$ cat src/rtl/key_pkg.sv
// key_pkg: shared state encoding and counter-width helpers for the key conditioner
package key_pkg;
  typedef enum logic [1:0] {KS_IDLE, KS_DELAY, KS_REPEAT} key_state_t;
  localparam int MIN_W = 1;
  function automatic int cnt_w(input int n);
    return (n < 2) ? MIN_W : $clog2(n);
  endfunction
endpackage

$ cat src/rtl/key_channel.sv
// key_channel: one key's synchroniser, debounce filter and hold-to-repeat pulse FSM
module key_channel
  import key_pkg::*;
#(
  parameter bit ACTIVE_LOW       = 1'b1,
  parameter int DEBOUNCE_CYC     = 1_000_000,
  parameter int REPEAT_DELAY_CYC = 25_000_000,
  parameter int REPEAT_RATE_CYC  = 5_000_000
) (
  input  logic clk,
  input  logic rst,
  input  logic raw,
  output logic held,
  output logic pulse
);
  localparam int DW = cnt_w(DEBOUNCE_CYC);
  localparam int TMAX = (REPEAT_DELAY_CYC > REPEAT_RATE_CYC) ? REPEAT_DELAY_CYC : REPEAT_RATE_CYC;
  localparam int TW = cnt_w(TMAX + 1);
  localparam logic [DW-1:0] D_LAST = DW'(DEBOUNCE_CYC - 1);
  localparam logic [TW-1:0] T_DELAY = TW'(REPEAT_DELAY_CYC);
  localparam logic [TW-1:0] T_RATE = TW'(REPEAT_RATE_CYC);
  logic pressed, s1, s2, stable, acc;
  logic [DW-1:0] cnt;
  logic [TW-1:0] timer, timer_nxt;
  key_state_t state, state_nxt;
  assign pressed = ACTIVE_LOW ? ~raw : raw;
  assign acc = (s2 != stable) && (cnt == D_LAST);
  // held is the level the stable register takes this edge, so the top's output
  // register lines up with it and pulse/held appear in the same cycle
  assign held = stable ^ acc;
  // two-flop synchroniser, reset to the released level
  always_ff @(posedge clk) begin
    if (rst) begin
      s1 <= 1'b0;
      s2 <= 1'b0;
    end else begin
      s1 <= pressed;
      s2 <= s1;
    end
  end
  // debounce: count consecutive cycles of disagreement, accept after the last one
  always_ff @(posedge clk) begin
    if (rst) begin
      cnt    <= '0;
      stable <= 1'b0;
    end else begin
      cnt    <= (s2 == stable || acc) ? '0 : cnt + 1'b1;
      stable <= held;
    end
  end
  // repeat FSM state register
  always_ff @(posedge clk) begin
    if (rst) begin
      state <= KS_IDLE;
      timer <= '0;
    end else begin
      state <= state_nxt;
      timer <= timer_nxt;
    end
  end
  // repeat FSM next state: timers count inclusively so a pulse is followed by N quiet cycles
  always_comb begin
    state_nxt = state;
    timer_nxt = '0;
    case (state)
      KS_IDLE:   state_nxt = held ? KS_DELAY : KS_IDLE;
      KS_DELAY: begin
        state_nxt = !held ? KS_IDLE : (timer == T_DELAY) ? KS_REPEAT : KS_DELAY;
        timer_nxt = (held && timer != T_DELAY) ? timer + 1'b1 : '0;
      end
      KS_REPEAT: begin
        state_nxt = held ? KS_REPEAT : KS_IDLE;
        timer_nxt = (held && timer != T_RATE) ? timer + 1'b1 : '0;
      end
      default:   state_nxt = KS_IDLE;
    endcase
  end
  // repeat FSM output: first press, end of delay, or end of each repeat period
  always_comb begin
    pulse = held && (state == KS_IDLE ||
                     (state == KS_DELAY && timer == T_DELAY) ||
                     (state == KS_REPEAT && timer == T_RATE));
  end
endmodule

$ cat src/rtl/key_conditioner.sv
// key_conditioner: turns raw up/down keys into clean, mutually exclusive inc/dec pulses
module key_conditioner
  import key_pkg::*;
#(
  parameter bit ACTIVE_LOW       = 1'b1,
  parameter int DEBOUNCE_CYC     = 1_000_000,
  parameter int REPEAT_DELAY_CYC = 25_000_000,
  parameter int REPEAT_RATE_CYC  = 5_000_000
) (
  input  logic clk,
  input  logic rst,
  input  logic KEY0,
  input  logic KEY1,
  output logic inc_pulse,
  output logic dec_pulse,
  output logic key0_held,
  output logic key1_held
);
  logic up_held, up_pulse, dn_held, dn_pulse;
  key_channel #(
    .ACTIVE_LOW(ACTIVE_LOW), .DEBOUNCE_CYC(DEBOUNCE_CYC),
    .REPEAT_DELAY_CYC(REPEAT_DELAY_CYC), .REPEAT_RATE_CYC(REPEAT_RATE_CYC)
  ) u_up (.clk(clk), .rst(rst), .raw(KEY0), .held(up_held), .pulse(up_pulse));
  key_channel #(
    .ACTIVE_LOW(ACTIVE_LOW), .DEBOUNCE_CYC(DEBOUNCE_CYC),
    .REPEAT_DELAY_CYC(REPEAT_DELAY_CYC), .REPEAT_RATE_CYC(REPEAT_RATE_CYC)
  ) u_dn (.clk(clk), .rst(rst), .raw(KEY1), .held(dn_held), .pulse(dn_pulse));
  // output registers; a pulse is suppressed while the opposite key is held
  always_ff @(posedge clk) begin
    if (rst) begin
      inc_pulse <= 1'b0;
      dec_pulse <= 1'b0;
      key0_held <= 1'b0;
      key1_held <= 1'b0;
    end else begin
      inc_pulse <= up_pulse & ~dn_held;
      dec_pulse <= dn_pulse & ~up_held;
      key0_held <= up_held;
      key1_held <= dn_held;
    end
  end
endmodule

$ cat config.mk
export PLATFORM = sky130hd
export DESIGN_NAME = key_conditioner
export DESIGN_NICKNAME = d
export VERILOG_FILES = /design/src/rtl/key_pkg.sv /design/src/rtl/key_channel.sv /design/src/rtl/key_conditioner.sv
export SDC_FILE = /design/constraint.sdc
export NUM_CORES = 1
export LEC_CHECK = 0
export ABC_AREA = 0
export BUFFER_PORTS_ARGS = -buffer_cell sky130_fd_sc_hd__buf_4
export CORE_AREA = 2 2 97 99
export CTS_CLUSTER_DIAMETER = 30
export CTS_CLUSTER_SIZE = 12
export DETAILED_ROUTE_END_ITERATION = 16
export DIE_AREA = 0 0 99 101
export GPL_TIMING_DRIVEN = 0
export PLACE_DENSITY = 0.65
export SYNTH_ARGS = -nofsm -noshare
export SYNTH_HDL_FRONTEND = slang
export SYNTH_SLANG_ARGS = --single-unit
$ cat constraint.sdc
create_clock -name clk -period 2.4 [get_ports clk]
set_input_delay 0.48 -clock clk [delete_from_list [all_inputs] [get_ports clk]]
set_output_delay 0.48 -clock clk [all_outputs]
set_load 0.02 [all_outputs]
# [Word-level counts from Yosys, hierarchy flattened]
# Index checks and enable logic that the tools add are counted.
[op_classes] addsub=4 eq_ne=18 n_mux=16 n_bitwise=8 reduce_logical=22
[op_table] cell="25-bit two-way mux" n=4
[op_table] cell="25-bit one-hot mux with 2 select lines" n=2
[op_table] cell="25-bit by 1-bit adder with 25-bit output, second input constant" n=2
[op_table] cell="25-bit by 23-bit == test with 1-bit output, second input constant" n=2
[op_table] cell="25-bit == test, second input constant" n=2
[op_table] cell="25-bit by 23-bit inequality test with 1-bit output, second input constant" n=2
[op_table] cell="25-bit inequality test, second input constant" n=2
[op_table] cell="20-bit by 1-bit adder with 20-bit output, second input constant" n=2
[op_table] cell="20-bit == test, second input constant" n=2
[op_table] cell="1-bit logical AND" n=12
[op_table] cell="2-bit two-way mux" n=6
[op_table] cell="2-bit one-hot mux with 3 select lines" n=2
[op_table] cell="1-bit logical OR" n=6
[op_table] cell="2-bit by 1-bit == test with 1-bit output, second input constant" n=2
[op_table] cell="2-bit == test, second input constant" n=2
[op_table] cell="2-bit logical NOT" n=2
[op_table] cell="1-bit NOT" n=4
[op_table] cell="2-bit OR reduction" n=2
[op_table] cell="1-bit AND" n=2
[op_table] cell="1-bit == test" n=2
[op_table] cell="1-bit two-way mux" n=2
[op_table] cell="1-bit inequality test" n=2
[op_table] cell="1-bit XOR" n=2
[word_totals] ff_bits=102 in_bits=4 output_inout_bits=4 wordCells=82

# [Depth between registers and ports, before layout]
# Gate-level depths: netlist of the first run.
[depth] depth_word=6 ltp_mapped=8 depth_no_buf=7

# [Modules after synthesis]
# A second synthesis of the first run with hierarchy kept.
[hier_totals] hier_cells=524 area_unflattened_um2=4797.1
[by_module_without_submodules] module="key_channel" n_inst=2 cells_per_inst=258 area_each_um2=2339.7
[by_module_without_submodules] module="key_conditioner" n_inst=1 cells_per_inst=8 area_each_um2=117.6

# [Worst setup path before layout of the first run]
# OpenSTA, ideal clock, no wires.
[synth_path] kind="register -> register" start="register u_dn.timer[0]" end="register u_dn.timer[22]" setup_time_ns=0.115 arrival_time_ns=1.701 path_slack_ns=0.584 path_stages_with_launch=9 synth_period_minus_slack_ns=1.816 path_cell_list="dfxtp_1 > inv_1 > ha_1 > nor3b_1 > nand4_1 > o41a_1 > o22ai_4 > buf_6 > nor2_1"
[synth_via] elab_chain_len=4
[synth_rtl] item="start, declared" line="key_channel.sv:24" text="logic [TW-1:0] timer, timer_nxt;"
[synth_rtl] item="start signal, assigned" line="key_channel.sv:58" text="timer <= timer_nxt;"
[synth_rtl] item="branches (longest 3 deep; another with 25-bit by 1-bit adder with 25-bit output)"
[synth_rtl] item="25-bit one-hot mux with 2 select lines (*)" line="key_channel.sv:65" text="case (state)"
# Every way passes the cells marked *.
# A chain may end at the register's enable or synchronous reset.

# [Worst setup path in the final report of the first run]
[layout_path] start="register u_up.cnt[0]" end="register u_up.state[0]"
[layout_via] elab_chain_len=5
[layout_rtl] item="start, declared" line="key_channel.sv:23" text="logic [DW-1:0] cnt;"
[layout_rtl] item="start signal, assigned" line="key_channel.sv:47" text="cnt <= (s2 == stable || acc) ? '0 : cnt + 1'b1;"
[layout_rtl] item="20-bit == test (*)" line="key_channel.sv:27" text="assign acc = (s2 != stable) && (cnt == D_LAST);"
[layout_rtl] item="1-bit logical AND (*)" line="key_channel.sv:27"
[layout_rtl] item="1-bit XOR (*)" line="key_channel.sv:30" text="assign held = stable ^ acc;"
[layout_rtl] item="2-bit two-way mux or 1-bit two-way mux (tied branches)" line="key_channel.sv:68, key_channel.sv:66"
[layout_rtl] item="2-bit one-hot mux with 3 select lines (*)" line="key_channel.sv:65"
[layout_rtl] item="end signal, assigned" line="key_channel.sv:57" text="state <= state_nxt;"
[layout_rtl] item="end, declared" line="key_channel.sv:25" text="key_state_t state, state_nxt;"
# Mark *: on every way between the ends. The rest lies on a longest branch, timed or not.

==> results.py, run 1 <==
metrics = {
    "outcome": {
        "outcome": "finished clean",
    },
    "logic_synthesis": {
        "synth_cell_types": 39,
        "syn_nets": 559,
        "syn-cell-area_um2": 4757,
        "synth_top_family_by_area": "simple AND/OR/NAND/NOR gates",
        "synth_edf_count": 0,
        "synth_top_area_cell": "dfxtp_1",
        "async_flop_share_pct": 0,
        "synthMuxAreaShare_pct": 0.6575,
        "synthSimpleGateAreaFrac_pct": 31.69,
        "synth_xor_area_share_pct": 15.47,
        "syn_inst": 541,
        "synth-seq-area-share_pct": 42.92,
        "yosys-top-cells-area": "dfxtp_1 (43%), xnor2_1 (8.8%), nor2_1 (7.2%)",
        "yosys_warnings": 0,
        "synth_top_cell_area_share_pct": 42.92,
        "synth-compound-area-share_pct": 1.867,
        "ys.flop_type": "dfxtp_1",
        "synthTopCellsByCount": "dfxtp_1 (102), nor2_1 (91), xnor2_1 (48), nor3_1 (43), xor2_1 (36)",
        "synthAdderAreaFrac_pct": 3.682,
        "avgSynthCellArea_um2": 8.793,
        "synth_seq_cells": 102,
        "yosysMostFrequentCell": "dfxtp_1",
    },
    "power": {
        "leakage_nw": 1.554,
        "p_per_area_nw_per_um2": 529.3,
        "vdd_ir_drop_max_mv": 0.3780,
    },
    "grt": {
        "first_global_vias": 3480,
        "use_met3_pct": 3.814,
        "grt-busiest-layer": "met2",
        "overflow": 0,
        "met2_usage_pct": 31.34,
        "met1_usage_pct": 24.88,
        "grt_max_degree": 19,
        "grt_usage_pct": 18.78,
        "antenna_found_initial": 0,
        "grt_pass1_wl_um": 15560,
    },
    "clock_tree": {
        "cts.sinks": 102,
        "htreeDepth": 3,
        "clockRootBuffer": "clkbuf_8",
        "clock_latency_ns": 0.36,
        "cts.path.max_buffers": 2,
        "cts.clk_slew.worst_paths_ns": 0.10,
        "tritoncts": "built",
        "post-cts-setup-buffer-count": 0,
        "cts-buffers-inserted": 9,
    },
    "sta": {
        "worstMarginPinSlew_ns": 0.6609,
        "fin_crit_ns": 2.185,
        "worst_slack_ns": 0.2147,
        "drv_slew": 0,
        "fin_skew_ns": 0.01509,
        "fin_crit_sh_pct": 91.06,
        "hold_violations": 0,
        "rsz0062_at_grt": "false",
        "slew_headroom_pct": 55.53,
        "whs_ns": 0.2685,
        "setup_violations": 0,
        "max_freq_ghz": 0.4576,
        "fin_tns_setup_ns": 0,
    },
    "final_layout": {
        "fillers": 837,
        "diodes": 0,
        "drive_gt1_share_pct": 6.915,
        "fin_area_um2": 5129,
        "syn_to_final_growth_pct": 7.812,
        "nNetsFinal": 577,
    },
    "worst_setup_path": {
        "crit_chain": "ha_1, and4_1, nand2_1, nor2_1, mux2i_1, buf_2, buf_6, nor3_1",
        "end_kind": "flop",
        "startpoint_type": "flop",
        "max_stage_delay_ns": 0.39,
        "worstSetupPathType": "reg2reg",
        "slowest_stage": "dfxtp_1",
        "cp_max_fo": 10,
        "cp.required_ns": 2.65,
        "crit_arrival_ns": 2.43,
        "rr_startpoint": "u_up.cnt[0]",
        "critPathBufInv": 2,
        "startpoint": "u_up.cnt[0]",
        "path_delay_family": "simple AND/OR/NAND/NOR gates",
    },
    "drt": {
        "wl_um": 8789,
        "drcViolationCount": 0,
        "firstDrtPassIters": 4,
        "vias_per_cell": 5.456,
        "ant_nets": 0,
        "drtIter0Drc": 139,
        "wire_per_inst_um": 13.02,
        "vias": 3683,
    },
    "run": {
        "drv_cap": 0,
    },
    "placement": {
        "gp_congestion": 0.8116,
        "place_ws_ns": 0.2065,
        "placed_area_um2": 4949,
        "port_buffers": 7,
        "dp_hpwl_um": 6387,
    },
    "die": {
        "die_w_um": 99,
        "row_count": 35,
        "die_y_um": 101,
        "core_area_um2": 8977,
        "start_util_pct": 52.99,
        "io_pins": 8,
        "die-area_um2": 9999,
    },
    "hold_path": {
        "min_path_type": "in2reg",
        "min_from": "KEY1",
    },
}
## through the flow
| step | cells | utilization, % | power (mW) |
|---|---|---|---|
| 4_1_cts | 675 | 57.12 | 2.750 |
| 5_1_grt | 675 | 57.13 | 2.820 |
| 3_3_place_gp | 659 | 55.12 | 1.756 |
| 2_1_floorplan | 541 | - | 1.748 |
| 3_5_place_dp | 659 | 55.12 | 1.757 |
| 6_report | 675 | 57.13 | 2.715 |
## registers in the layout, summed over array words and instances, names as in the netlist
name,count
u_up.timer,25
u_up.cnt,20
u_dn.s2,1
u_up.state,2
u_dn.state,2
u_up.s2,1
u_dn.timer,25
u_up.s1,1
u_dn.stable,1
u_dn.s1,1
u_dn.cnt,20
inc_pulse,1
dec_pulse,1
u_up.stable,1
## what timing repair did
item,4_1_cts,5_1_grt
resized for setup,0,2
hold buffers,0,0
setup endpoints to repair,0,9
## kinds of logic after synthesis
kind of cell / after synthesis
flip-flops: 102
AND/OR/NAND/NOR: 291
buffers and inverters: 38
adder cells (fa/ha/maj): 14
multiplexers: 3
XOR/XNOR: 84
AO/OA/AOI/OAI: 9
## power breakdown
group          switching [mW]  internal (mW)
combinational          0.0118        0.00762
sequential            0.00255           1.70
clock                   0.609          0.388
total                   0.624           2.09
## final cells by class
cell class | instances | area (µm²) | area share, %
Clock inverter | 7 | 55.05 | 1.073
Buffer | 17 | 98.84 | 1.927
Inverter | 21 | 78.83 | 1.537
Tap cell | 111 | 138.9 | 2.708
Clock buffer | 9 | 123.9 | 2.415
Multi-Input combinational cell | 401 | 2539 | 49.50
Timing Repair Buffer | 7 | 52.55 | 1.025
Sequential cell | 102 | 2042 | 39.81
## path summary, 6_finish.rpt
check,cells after the start,to,slack [ns]
worst max-delay path,8,u_up.state[0],0.21
worst min-delay path,2,u_dn.s1,0.27
worst max register to register,8,u_up.state[0],0.21
worst min register to register,1,u_dn.s2,0.44
## layout by cell type (no fill, tap or decap), drive strengths merged, types with 2 or more instances in the layout
| cell | synthesis | routed |
|---|---|---|
| nor3 | 43 | 43 |
| inv | 21 | 24 |
| buf | 8 | 15 |
| clkinvlp | 0 | 2 |
| nor4b | 5 | 5 |
| clkinv | 0 | 2 |
| and4b | 2 | 2 |
| nor3b | 5 | 5 |
| or4 | 2 | 2 |
| nor2 | 91 | 91 |
| dfxtp | 102 | 102 |
| and4 | 13 | 13 |
| ha | 14 | 14 |
| xnor2 | 48 | 48 |
| xor2 | 36 | 36 |
| and2 | 7 | 7 |
| mux2i | 2 | 2 |
| nor2b | 6 | 6 |
| a21oi | 2 | 2 |
| nand3 | 33 | 33 |
| and3 | 7 | 7 |
| clkbuf | 9 | 18 |
| or3 | 3 | 3 |
| nand4 | 25 | 25 |
| nor4 | 17 | 17 |
| nand2 | 29 | 29 |
## per-layer routing
layer / wire [µm] / up-vias
li1: - / 1892
met3: 208 / 6
met1: 4346 / 1743
met4: 95 / 0
met2: 4139 / 42
met5: 0 / -
Note: power is estimated with default switching activity, not from simulation.
==> inputs of run 2 (changes only) <==
GPL_TIMING_DRIVEN = unset   (was 0)
SKIP_LAST_GASP = 1   (was unset)
==> run 2 against run 1 <==
Critical path depth unchanged. First-iteration DRC count did not move. Clock power about the same. Sequential power hardly changed. Final area fell by 0.29%. Routed wire length decreased by 2.4%. Clock-buffer cell count did not move. Critical path type unchanged. Critical endpoint is now u_dn.timer[17].
==> results.py, run 2 (synthesized netlist as in run 1, its figures left out) <==
metrics = {
    "grt": {
        "grt_usage_pct": 18.37,
        "first_global_vias": 3456,
        "grt_max_degree": 30,
        "grt_pass1_wl_um": 15220,
        "antenna_found_initial": 0,
        "overflow": 0,
    },
    "placement": {
        "placed_area_um2": 4925,
        "place_ws_ns": 0.2994,
        "place_inst": 648,
        "gp_congestion": 0.7871,
        "dp_hpwl_um": 6045,
        "port_buffers": 7,
    },
    "final_layout": {
        "syn_to_final_growth_pct": 7.496,
        "nNetsFinal": 566,
        "final_util_pct": 56.96,
        "largest_registers": "u_dn.timer x25, u_up.timer x25",
        "drive_gt1_share_pct": 6.691,
        "fin_area_um2": 5114,
        "diodes": 0,
        "mostFrequentLayoutCells": "dfxtp_1 (102), nor2_1 (91), xnor2_1 (48), nor3_1 (43), xor2_1 (36)",
        "final_common_cell": "dfxtp_1",
        "stdcell_count": 664,
    },
    "sta": {
        "worst_slack_ns": 0.2662,
        "whs_ns": 0.2600,
        "fin_crit_sh_pct": 88.91,
        "hold_violations": 0,
        "fin_skew_ns": 0.01454,
        "drv_slew": 0,
        "setup_violations": 0,
        "worstMarginPinSlew_ns": 0.6271,
        "fin_crit_ns": 2.134,
        "fin_tns_setup_ns": 0,
        "rsz0062_at_grt": "false",
        "slew_headroom_pct": 57.81,
        "max_freq_ghz": 0.4687,
    },
    "clock_tree": {
        "cts.clk_slew.worst_paths_ns": 0.10,
        "cts-buffers-inserted": 9,
        "post_cts_resized": 0,
        "clock_latency_ns": 0.37,
        "cts.sinks": 102,
        "tritoncts": "built",
        "cts_hold_buf": 0,
        "cts.path.max_buffers": 2,
        "post-cts-setup-buffer-count": 0,
        "htreeDepth": 3,
        "clockRootBuffer": "clkbuf_8",
    },
    "drt": {
        "drcViolationCount": 0,
        "vias": 3604,
        "ant_nets": 0,
        "wl_um": 8575,
        "wire_per_inst_um": 12.91,
        "drtIter0Drc": 139,
        "firstDrtPassIters": 5,
        "vias_per_cell": 5.428,
    },
    "power": {
        "p_per_area_nw_per_um2": 537.5,
        "vdd_ir_drop_max_mv": 0.3158,
        "leakage_nw": 1.547,
        "finalPower_mw": 2.749,
    },
    "die": {
        "row_count": 35,
        "die-area_um2": 9999,
        "start_util_pct": 52.99,
        "io_pins": 8,
        "core_area_um2": 8977,
        "die_y_um": 101,
        "die_w_um": 99,
    },
    "run": {
        "drv_cap": 0,
    },
    "worst_setup_path": {
        "crit_arrival_ns": 2.38,
        "startpoint_type": "flop",
        "cp.required_ns": 2.65,
        "startpoint": "u_dn.timer[0]",
        "end_kind": "flop",
        "rr_startpoint": "u_dn.timer[0]",
        "cp_max_fo": 25,
        "worstSetupPathType": "reg2reg",
    },
    "outcome": {
        "outcome": "finished clean",
    },
    "hold_path": {
        "min_path_type": "in2reg",
        "min_from": "KEY1",
    },
}
[run 2: final cells by class]
type,count,area (µm²)
Clock buffer,9,123.9
Clock inverter,7,65.06
Fill cell,826,3864
Inverter,21,78.83
Multi-Input combinational cell,401,2542
Sequential cell,102,2042
Tap cell,111,138.9
Timing Repair Buffer,13,122.6
[run 2: report_power, final]
part / switching (mW) / internal (mW)
logic: 0.0109 / 0.00822
clock network: 0.631 / 0.401
registers: 0.00246 / 1.70
total: 0.644 / 2.10
[run 2: path summary, 6_finish.rpt]
kind / endpoint / slack [ns] / cells after the start
worst max register to register: u_dn.timer[17] / 0.27 / 8
worst max-delay path: u_dn.timer[17] / 0.27 / 8
worst min register to register: u_up.s2 / 0.45 / 1
worst min-delay path: u_dn.s1 / 0.26 / 2
[run 2: routing by layer]
layer,part of all wire [%],track usage [%],vias to the layer above
met2,47,31.65,48
met5,0,0,-
li1,-,-,1877
met4,1.0,5.269,0
met3,3.5,4.161,6
met1,48,23.12,1673
[run 2: worst max-delay path, stage by stage, from the launching register on]
cell and delay (ns):
dfxtp_1 0.36, inv_1 0.07, ha_1 0.13, nor3b_1 0.22
nand4_1 0.22, o41a_1 0.53, o22ai_4 0.11, buf_4 0.29
nor2_1 0.08
==> inputs of run 3 (changes only) <==
PLACE_DENSITY = 0.72   (was 0.65)
==> run 3 against run 2 <==
Die area stayed put. Worst hold slack better by 0.0033 ns. Flip-flop and latch count stayed put. Core utilization is 0.26 points higher. Sequential share of layout area is 0.18 points lower. Sequential power hardly changed. Critical endpoint is now u_dn.timer[15]. Power is 6.9% higher. Highest routed layer unchanged. Global-route usage is 0.44 points lower.
==> results.py, run 3 (synthesized netlist as in run 1, its figures left out) <==
metrics = {
    "clock_tree": {
        "cts-buffers-inserted": 9,
        "cts.sinks": 102,
        "tritoncts": "built",
        "post_cts_resized": 0,
        "clock_latency_ns": 0.36,
        "cts_hold_buf": 0,
        "clockRootBuffer": "clkbuf_8",
        "htreeDepth": 3,
        "cts.clk_slew.worst_paths_ns": 0.09,
        "cts.path.max_buffers": 2,
        "post-cts-setup-buffer-count": 0,
    },
    "hold_path": {
        "min_path_type": "in2reg",
    },
    "die": {
        "die-area_um2": 9999,
        "row_count": 35,
        "die_y_um": 101,
        "die_w_um": 99,
        "core_area_um2": 8977,
        "io_pins": 8,
        "start_util_pct": 52.99,
    },
    "worst_setup_path": {
        "path_delay_family": "compound AO/OA/AOI/OAI gates",
        "slowest_stage": "o41a_1",
        "end_kind": "flop",
        "critPathBufInv": 2,
        "crit_chain": "inv_1, ha_1, nor3b_1, nand4_1, o41a_1, o22ai_4, buf_4, nor2_1",
        "worstSetupPathType": "reg2reg",
        "max_stage_delay_ns": 0.53,
        "startpoint_type": "flop",
        "cp.required_ns": 2.64,
        "crit_arrival_ns": 2.38,
        "cp_max_fo": 25,
    },
    "final_layout": {
        "stdcell_count": 663,
        "diodes": 0,
        "nNetsFinal": 565,
        "drive_gt1_share_pct": 6.341,
        "final_common_cell": "dfxtp_1",
        "fin_area_um2": 5137,
        "mostFrequentLayoutCells": "dfxtp_1 (102), nor2_1 (91), xnor2_1 (48), nor3_1 (43), xor2_1 (36)",
        "syn_to_final_growth_pct": 7.996,
        "largest_registers": "u_dn.timer x25, u_up.timer x25",
    },
    "drt": {
        "drtIter0Drc": 108,
        "vias": 3617,
        "drcViolationCount": 0,
        "ant_nets": 0,
        "wire_per_inst_um": 12.67,
        "wl_um": 8399,
        "firstDrtPassIters": 4,
        "vias_per_cell": 5.456,
    },
    "placement": {
        "dp_hpwl_um": 5958,
        "placed_area_um2": 4905,
        "place_ws_ns": 0.2670,
        "place_inst": 647,
        "port_buffers": 7,
        "gp_congestion": 0.7891,
    },
    "sta": {
        "rsz0062_at_grt": "false",
        "worst_slack_ns": 0.2624,
        "hold_violations": 0,
        "fin_tns_setup_ns": 0,
        "fin_crit_sh_pct": 89.07,
        "drv_slew": 0,
        "slew_headroom_pct": 53.71,
        "setup_violations": 0,
        "worstMarginPinSlew_ns": 0.6881,
        "fin_skew_ns": 0.01047,
        "max_freq_ghz": 0.4678,
        "fin_crit_ns": 2.138,
    },
    "grt": {
        "antenna_found_initial": 0,
        "overflow": 0,
        "grt_max_degree": 30,
        "grt_usage_pct": 17.93,
        "first_global_vias": 3493,
        "grt_pass1_wl_um": 15020,
    },
    "power": {
        "finalPower_mw": 2.939,
        "p_per_area_nw_per_um2": 572.1,
        "vdd_ir_drop_max_mv": 0.2967,
        "leakage_nw": 1.560,
    },
    "outcome": {
        "outcome": "finished clean",
    },
    "run": {
        "drv_cap": 0,
    },
}
==> run 3: changes by cell type in the layout (fill, tap and decap cells not counted) <==
cell        delta
inv_8          -2
buf_12         -1
clkinv_4       -2
clkbuf_8       +2
clkinvlp_4     -1
clkbuf_1       +1
bufinv_16      +2
==> run 3: where the power goes <==
group          switching (mW)  total [mW]  internal [mW]
Combinational          0.0108      0.0185        0.00769
Clock                   0.572        1.22          0.651
Sequential            0.00264        1.70           1.69
Total                   0.585        2.94           2.35
==> run 3: per-layer routing <==
| metal | track usage (%) | vias to the layer above | part of all wire, % |
|---|---|---|---|
| met5 | 0 | - | 0 |
| met4 | 6.639 | 0 | 1.4 |
| met3 | 2.982 | 10 | 2.0 |
| met2 | 31.13 | 41 | 48 |
| met1 | 22.40 | 1690 | 49 |
| li1 | - | 1876 | - |
==> run 3: final cells by class <==
type,count,area (µm²)
repair buffers,12,102.6
multi-input cells,401,2542
flip-flops and latches,102,2042
clock inverters,4,77.57
fillers,802,3840
clock buffers,12,155.1
well taps,111,138.9
inverters,21,78.83
==> run 3: worst paths after layout <==
path / to / cells past startpoint / startpoint / slack [ns]
max: u_dn.timer[15] / 8 / u_dn.timer[0] / 0.26
min: u_up.s1 / 2 / KEY0 / 0.26
max reg2reg: u_dn.timer[15] / 8 / u_dn.timer[0] / 0.26
min reg2reg: u_up.s2 / 1 / u_up.s1 / 0.46
==> run 3: per-stage QoR <==
| stage | hold slack [ns] | util (%) |
|---|---|---|
| 4_1_cts | 0.2483 | 57.23 |
| 5_1_grt | 0.2423 | 57.23 |
| 2_1_floorplan | 0.4138 | - |
| 3_3_place_gp | 0.4211 | 54.63 |
| 3_5_place_dp | 0.4267 | 54.63 |
| 6_report | 0.2634 | 57.23 |
==> run 3: worst reg2reg max path: stages (launching register included) <==
cell and delay, ns:
dfxtp_1 0.36, inv_1 0.07, ha_1 0.15, nor3b_1 0.20, nand4_1 0.24, o41a_1 0.53, o22ai_4 0.11, buf_4 0.29
nor2_1 0.09
